<file path="config.mk">
export PLATFORM = sky130hd
export DESIGN_NAME = brq_ifu_prefetch_buffer_nreq
export DESIGN_NICKNAME = d
export VERILOG_FILES = /design/src/rtl/brq_ifu_prefetch_buffer_nreq.sv
export SDC_FILE = /design/constraint.sdc
export NUM_CORES = 1
export LEC_CHECK = 0
export CORE_MARGIN = 4
export CORE_UTILIZATION = 60
export CTS_BUF_LIST = sky130_fd_sc_hd__clkbuf_2
export DETAILED_ROUTE_END_ITERATION = 12
export GPL_TIMING_DRIVEN = 0
export PLACE_DENSITY_LB_ADDON = 0.25
export SETUP_SLACK_MARGIN = 0.3
export SLEW_MARGIN = 10
export SYNTH_ARGS = -nofsm -noshare
export SYNTH_HDL_FRONTEND = slang
export SYNTH_SLANG_ARGS = --single-unit
</file>
<file path="constraint.sdc">
create_clock -name clk_i -period 9.99 [get_ports clk_i]
set_input_delay 0.999 -clock clk_i [delete_from_list [all_inputs] [get_ports clk_i]]
set_output_delay 0.999 -clock clk_i [all_outputs]
set_load 0.02 [all_outputs]
</file>
<file path="src/rtl/brq_ifu_prefetch_buffer_nreq.sv">
// brq_ifu_prefetch_buffer_nreq
// Instruction prefetch buffer that keeps up to NUM_REQS granted bus requests
// in flight and queues returned words in a FIFO_DEPTH-entry registered FIFO.
//
// Parameters:
//   NUM_REQS   max outstanding granted bus requests (1..4)
//   FIFO_DEPTH fetched-word FIFO entries (NUM_REQS..8)
// Ports:
//   clk_i, rst_i            clock, synchronous active-high reset
//   req_i, branch_i, addr_i fetch enable, redirect/flush, redirect target
//   ready_i                 consumer accepts head word
//   valid_o, rdata_o,
//   addr_o, err_o           head word, its aligned address and fetch error
//   busy_o                  request pending or responses outstanding
//   instr_*                 bus request/grant/response channel
// Configuration:
//   BRQ_IFU_PF_PMP_ERR_EN   when defined, instr_pmp_err_i on a request acts
//                           as a grant and yields an in-order error response.
module brq_ifu_prefetch_buffer_nreq #(
  parameter int unsigned NUM_REQS   = 2,
  parameter int unsigned FIFO_DEPTH = 4
) (
  input  logic        clk_i,
  input  logic        rst_i,
  input  logic        req_i,
  input  logic        branch_i,
  input  logic [31:0] addr_i,
  input  logic        ready_i,
  output logic        valid_o,
  output logic [31:0] rdata_o,
  output logic [31:0] addr_o,
  output logic        err_o,
  output logic        busy_o,
  output logic        instr_req_o,
  output logic [31:0] instr_addr_o,
  input  logic        instr_gnt_i,
  input  logic        instr_rvalid_i,
  input  logic [31:0] instr_rdata_i,
  input  logic        instr_err_i,
  input  logic        instr_pmp_err_i
);

  localparam int unsigned OCW = $clog2(NUM_REQS + 1);
  localparam int unsigned DCW = $clog2(NUM_REQS + 2);
  localparam int unsigned FCW = $clog2(FIFO_DEPTH + 1);
  localparam int unsigned FAW = (FIFO_DEPTH > 1) ? $clog2(FIFO_DEPTH) : 1;

  logic [31:0]    fetch_addr;
  logic [31:0]    held_addr;
  logic [31:0]    resp_addr;
  logic           held;
  logic [OCW-1:0] out_cnt;
  logic [DCW-1:0] disc_cnt;
  logic [FCW-1:0] fifo_cnt;
  logic           valid_q;
  logic [31:0]    fifo_data [FIFO_DEPTH];
  logic [31:0]    fifo_addr [FIFO_DEPTH];
  logic           fifo_err  [FIFO_DEPTH];

  logic [31:0]    target_c;
  logic [31:0]    req_addr_c;
  logic [31:0]    rsp_data_c;
  logic           issue_c;
  logic           req_c;
  logic           grant_c;
  logic           rvalid_c;
  logic           rsp_err_c;
  logic           push_c;
  logic           pop_c;
  logic           pmp_block_c;
  logic [FCW-1:0] wr_idx_c;
  logic [FCW-1:0] fifo_cnt_n_c;
  logic [OCW-1:0] out_cnt_n_c;
  logic [DCW-1:0] disc_cnt_n_c;

`ifdef BRQ_IFU_PF_PMP_ERR_EN
  logic pmp_pend;
  logic pmp_grant_c;
  logic pmp_rvalid_c;
`else
  logic unused_pmp_err;
  assign unused_pmp_err = instr_pmp_err_i;
`endif

  // Request issue, bus handshake and response bookkeeping
  always_comb begin
`ifdef BRQ_IFU_PF_PMP_ERR_EN
    // A faulted request must retire before anything younger is issued, so
    // its synthetic response lands behind all earlier bus responses.
    pmp_block_c  = pmp_pend;
`else
    pmp_block_c  = 1'b0;
`endif
    target_c     = {addr_i[31:2], 2'b00};
    issue_c      = req_i && !rst_i && !held && !pmp_block_c &&
                   (32'(out_cnt) < NUM_REQS) &&
                   ((32'(fifo_cnt) + 32'(out_cnt) < FIFO_DEPTH) || branch_i);
    req_c        = (held && !rst_i) || issue_c;
    req_addr_c   = held ? held_addr : (branch_i ? target_c : fetch_addr);
`ifdef BRQ_IFU_PF_PMP_ERR_EN
    pmp_grant_c  = req_c && instr_pmp_err_i;
    pmp_rvalid_c = pmp_pend && (out_cnt == OCW'(1));
    instr_req_o  = req_c && !instr_pmp_err_i;
    grant_c      = req_c && (instr_gnt_i || instr_pmp_err_i);
    rvalid_c     = instr_rvalid_i || pmp_rvalid_c;
    rsp_err_c    = instr_err_i || pmp_rvalid_c;
    rsp_data_c   = pmp_rvalid_c ? 32'd0 : instr_rdata_i;
`else
    instr_req_o  = req_c;
    grant_c      = req_c && instr_gnt_i;
    rvalid_c     = instr_rvalid_i;
    rsp_err_c    = instr_err_i;
    rsp_data_c   = instr_rdata_i;
`endif
    instr_addr_o = req_addr_c;
    busy_o       = instr_req_o || (out_cnt != '0);

    // Responses for requests issued before a redirect are dropped
    push_c       = rvalid_c && !branch_i && (disc_cnt == '0);
    pop_c        = valid_q && ready_i && !branch_i;
    wr_idx_c     = pop_c ? (fifo_cnt - FCW'(1)) : fifo_cnt;
    fifo_cnt_n_c = branch_i ? '0 : (fifo_cnt + FCW'(push_c) - FCW'(pop_c));

    out_cnt_n_c  = out_cnt;
    if (grant_c && !rvalid_c) begin
      out_cnt_n_c = out_cnt + OCW'(1);
    end else if (!grant_c && rvalid_c) begin
      out_cnt_n_c = out_cnt - OCW'(1);
    end

    disc_cnt_n_c = disc_cnt;
    if (branch_i) begin
      disc_cnt_n_c = DCW'(out_cnt) + DCW'(held) - DCW'(rvalid_c);
    end else if (rvalid_c && (disc_cnt != '0)) begin
      disc_cnt_n_c = disc_cnt - DCW'(1);
    end
  end

  // State registers and shift-style FIFO (entry 0 is the head)
  always_ff @(posedge clk_i) begin
    if (rst_i) begin
      fetch_addr <= '0;
      held_addr  <= '0;
      resp_addr  <= '0;
      held       <= 1'b0;
      out_cnt    <= '0;
      disc_cnt   <= '0;
      fifo_cnt   <= '0;
      valid_q    <= 1'b0;
      for (int unsigned i = 0; i < FIFO_DEPTH; i++) begin
        fifo_data[FAW'(i)] <= '0;
        fifo_addr[FAW'(i)] <= '0;
        fifo_err[FAW'(i)]  <= 1'b0;
      end
`ifdef BRQ_IFU_PF_PMP_ERR_EN
      pmp_pend   <= 1'b0;
`endif
    end else begin
      // A request issued in the redirect cycle already used the target
      if (branch_i) begin
        fetch_addr <= target_c + (issue_c ? 32'd4 : 32'd0);
      end else if (issue_c) begin
        fetch_addr <= fetch_addr + 32'd4;
      end
      held <= req_c && !grant_c;
      if (issue_c) begin
        held_addr <= req_addr_c;
      end
      out_cnt  <= out_cnt_n_c;
      disc_cnt <= disc_cnt_n_c;
      fifo_cnt <= fifo_cnt_n_c;
      valid_q  <= (fifo_cnt_n_c != '0);
      if (branch_i) begin
        resp_addr <= target_c;
      end else if (push_c) begin
        resp_addr <= resp_addr + 32'd4;
      end
      if (pop_c) begin
        for (int unsigned i = 0; i + 1 < FIFO_DEPTH; i++) begin
          fifo_data[FAW'(i)] <= fifo_data[FAW'(i + 1)];
          fifo_addr[FAW'(i)] <= fifo_addr[FAW'(i + 1)];
          fifo_err[FAW'(i)]  <= fifo_err[FAW'(i + 1)];
        end
      end
      if (push_c && (32'(wr_idx_c) < FIFO_DEPTH)) begin
        fifo_data[FAW'(wr_idx_c)] <= rsp_data_c;
        fifo_addr[FAW'(wr_idx_c)] <= resp_addr;
        fifo_err[FAW'(wr_idx_c)]  <= rsp_err_c;
      end
`ifdef BRQ_IFU_PF_PMP_ERR_EN
      if (pmp_grant_c) begin
        pmp_pend <= 1'b1;
      end else if (pmp_rvalid_c) begin
        pmp_pend <= 1'b0;
      end
`endif
    end
  end

  // Issue throttling must make a push into a full FIFO impossible
  always @(posedge clk_i) begin
    if (!rst_i) begin
      assert (!(push_c && !pop_c && (32'(fifo_cnt) >= FIFO_DEPTH)));
    end
  end

  assign valid_o = valid_q;
  assign rdata_o = fifo_data[0];
  assign addr_o  = fifo_addr[0];
  assign err_o   = fifo_err[0];

endmodule

</file>
==> summary.md <==
The run finished with clean final reports. The initial utilization of the core area, before any placement, comes to 61.1%. Net switching is 28.8% of the power. The post-synthesis compound-gate area fraction is 12.3%. The library cells used most frequently in the layout, excluding fill and tap cells, are sky130_fd_sc_hd__nand2_1 (517), sky130_fd_sc_hd__edfxtp_1 (252), sky130_fd_sc_hd__o21ai_0 (210). The number of setup buffers added after CTS was 0; the fraction of met3 tracks used by global routing was 4.74%. The clock sink count is 353.

Initial antenna violation count: 2. After clock tree synthesis, the flow added hold-fix buffers numbering 0. The category of the most critical setup path was primary input to primary output. Final count of hold timing violations: 0.

Total of flip-flops plus latches after synthesis: 353. In this run the power spent charging and discharging nets is 867 uW. The remaining max-slew budget at the tightest pin was 31.8%. After global routing, the most crowded layer is met2.

The post-synthesis cell type count was 60; the post-route clock period utilization was 50.7%. The via count of the first global-routing pass was 14300; the core area was 0.0279 mm^2. The non-filler instance count after layout is 2494. For this run, global-route usage on met2 was measured as 49.9%. The logs give 31.2% for the share of power burned in the clock network and 0.459 ns for the final hold slack. In this run the vertical extent of the chip is 177 um. For this run, the leading register cell type out of synthesis is sky130_fd_sc_hd__edfxtp_1. The post-synthesis share of cell area spent on and, or, nand and nor gates was 20.9%; the top fanout value on the critical path was 10.

The clock latency of the later-clocked register in the worst-skew pair is 0.93 ns. The number of max-capacitance violations reported was 0; the total instance count after detailed placement was 2336. The count of final max-slew check failures is 0, and the setup violation total in the final timing report is 0. The share of the synthesized netlist area taken by xor and xnor gates was 3.95%. The worst hold path belongs to the class flop to flop. The width of the chip was 177 um; the number of DRC markers in iteration 0 was 1250. The H-tree depth came out at 3. The share of total power dissipated in sequential elements is 56.3%.

The tree is rooted in a sky130_fd_sc_hd__clkbuf_2. The area added between synthesis and finish works out to 17.1%. STA classifies the critical path startpoint as a primary input. The worst clock skew was 0.0886 ns. Setup repair after global routing left no endpoint under its margin. For the number of nets still failing antenna checks after routing, the log shows 0. Of the total synthesized cell area, the portion taken by full adders, half adders and majority gates is 0.997%. Yosys printed 0 warnings.

The sequential area share after synthesis is 56.2%, and the worst voltage drop across the vdd grid is 73.0 uV. The logs give 2140 uW for the internal power contribution and 89 for the TritonCTS buffer count. The wire-length estimate of the detail-placed layout is 31800 um.

In the final layout, the share of cells above drive strength 1 is 9.17%. The critical path data arrival time came out at 4.06 ns. At the placement stage, the worst setup path has a slack of 4.63 ns. Dividing the detail-routed via count by the number of cells gives 5.70. By area, the combinational part of the netlist is dominated by simple AND/OR/NAND/NOR gates.

For this run, the share of the core covered by cells in the final layout is 71.6%. The detailed router placed 14200 vias in this run. The logs give 0.901 for the global placer's final weighted congestion and 0 for the number of remaining DRC errors.

The wire length of the first global-routing pass is 70500 um. The worst setup path is captured at a primary output. In the final routed layout, each cell accounts on average for 17.9 um.

Gates resized during post-CTS repair numbered 0. Setup slack of the worst register-to-register path: 5.40 ns. Data on the critical path is required at its endpoint by 8.99 ns. Mean cell area of the mapped netlist: 9.52 um^2. The actual slew at the worst max-slew pin was 1.02 ns. The mux share of post-synthesis cell area is 1.56%, and the aggregate global-route resource usage is 28.1%. For met1 alone, demand over resource in global routing was 33.7%. The number of flops mapped to enable cells by yosys was 252. The total power density per cell area was 151 mW/mm^2; the post-synthesis instance total was 1794.

Buffer levels on the longest clock path: 3. The fraction of registers with async set/reset is 0%, and the net count reported at finish is 2135. The floorplan step defined a die boundary enclosing 0.0312 mm^2.

In this run, the combinational gates consume 12.5% of the power. The register clock-pin slew on the reported worst setup and hold paths was 0.08 ns; the maximum clock frequency was 198 MHz. Pin placement for this block handled 173 I/O pins. For the final routed database, the setup TNS stands at 0 ns. The mapped netlist covers 0.0171 mm^2. The worst setup margin is 4.93 ns, and the post-route minimum period is 5.06 ns.

The count of input and output buffers works out to 163. TritonCTS built the clock tree. Entering global routing, the biggest net connects 64 pins. First-pass iteration count of the detailed router: 6. The cell row count is 61, and the static leakage is 0.00690 uW. For this run the aggregate overflow at the end of global routing stands at 0.

The library cell used most frequently in the layout, excluding fill and tap cells, is sky130_fd_sc_hd__nand2_1. Summed over all layers, the routed wires come to 44600 um.
power by group through the flow:
stage / Sequential, uW / Clock, uW / Combinational [uW]
after floorplan: 1740 / 0 / 182
after global placement: 1730 / 0 / 363
after detailed placement: 1730 / 0 / 371
after CTS: 1690 / 950 / 374
after global routing: 1700 / 1030 / 406
final: 1700 / 939 / 375
synthesized netlist by cell type, drive strengths merged (24+ instances only):
library cell	count	area (um^2)
nand2	517	1940
edfxtp	252	7570
inv	30	113
nor2	38	143
nand3	33	165
and2	72	450
a21oi	64	320
dfxtp	101	2020
xnor2	59	517
clkbuf	95	358
buf	40	238
a211oi	28	253
o21ai	229	1150
nand4	29	181
nor3	24	120
sequential cells by signal, indices dropped and copies added (netlist names):
register / flops
held: 1
disc_cnt: 2
valid_o: 1
resp_addr: 30
held_addr: 32
fifo_addr: 120
fifo_data: 128
fetch_addr: 30
fifo_err: 4
out_cnt: 2
fifo_cnt: 3
critical path: stages:
cell and delay [ns]:
sky130_fd_sc_hd__clkdlybuf4s50_1 0.61, sky130_fd_sc_hd__clkbuf_1 0.53, sky130_fd_sc_hd__buf_1 0.53, sky130_fd_sc_hd__nand2_1 0.20, sky130_fd_sc_hd__a21boi_0 0.20, sky130_fd_sc_hd__o21ai_0 0.32, sky130_fd_sc_hd__clkdlybuf4s50_1 0.67
metal layers:
metal | vias up | routed length [um]
met3 | 122 | 3250
li1 | 6782 | -
met4 | 2 | 1490
met2 | 644 | 22400
met5 | - | 7
met1 | 6674 | 17500
layout make-up:
cell class / instances / area (um^2)
Clock buffer: 128 / 641
Sequential cell: 353 / 9590
Antenna cell: 1 / 2.50
Fill cell: 2119 / 7950
Tap cell: 378 / 473
Clock inverter: 29 / 136
Multi-Input combinational cell: 1277 / 6810
Inverter: 30 / 113
Timing Repair Buffer: 163 / 1630
Buffer: 135 / 596
logic make-up after synthesis:
group	count (synthesis)
compound gates	369
fa+ha+maj	13
simple gates	790
other cells	1
mux	26
xor+xnor	77
buf+inv	165
flops	353
path summary, 6_finish.rpt:
check,from,endpoint,depth (start not counted)
min reg2reg,held_addr[29],held_addr[29],2
max,branch_i,instr_addr_o[14],7
max reg2reg,held,fetch_addr[26],13
min,held_addr[29],held_addr[29],2
metrics by stage:
stage	area (um^2)	total power, uW
CTS	20000	3020
floorplan	17100	1920
finish	20000	3010
global route	20000	3140
detailed placement	19200	2100
global placement	19200	2090
No activity file was read; power rests on OpenSTA's default activity.
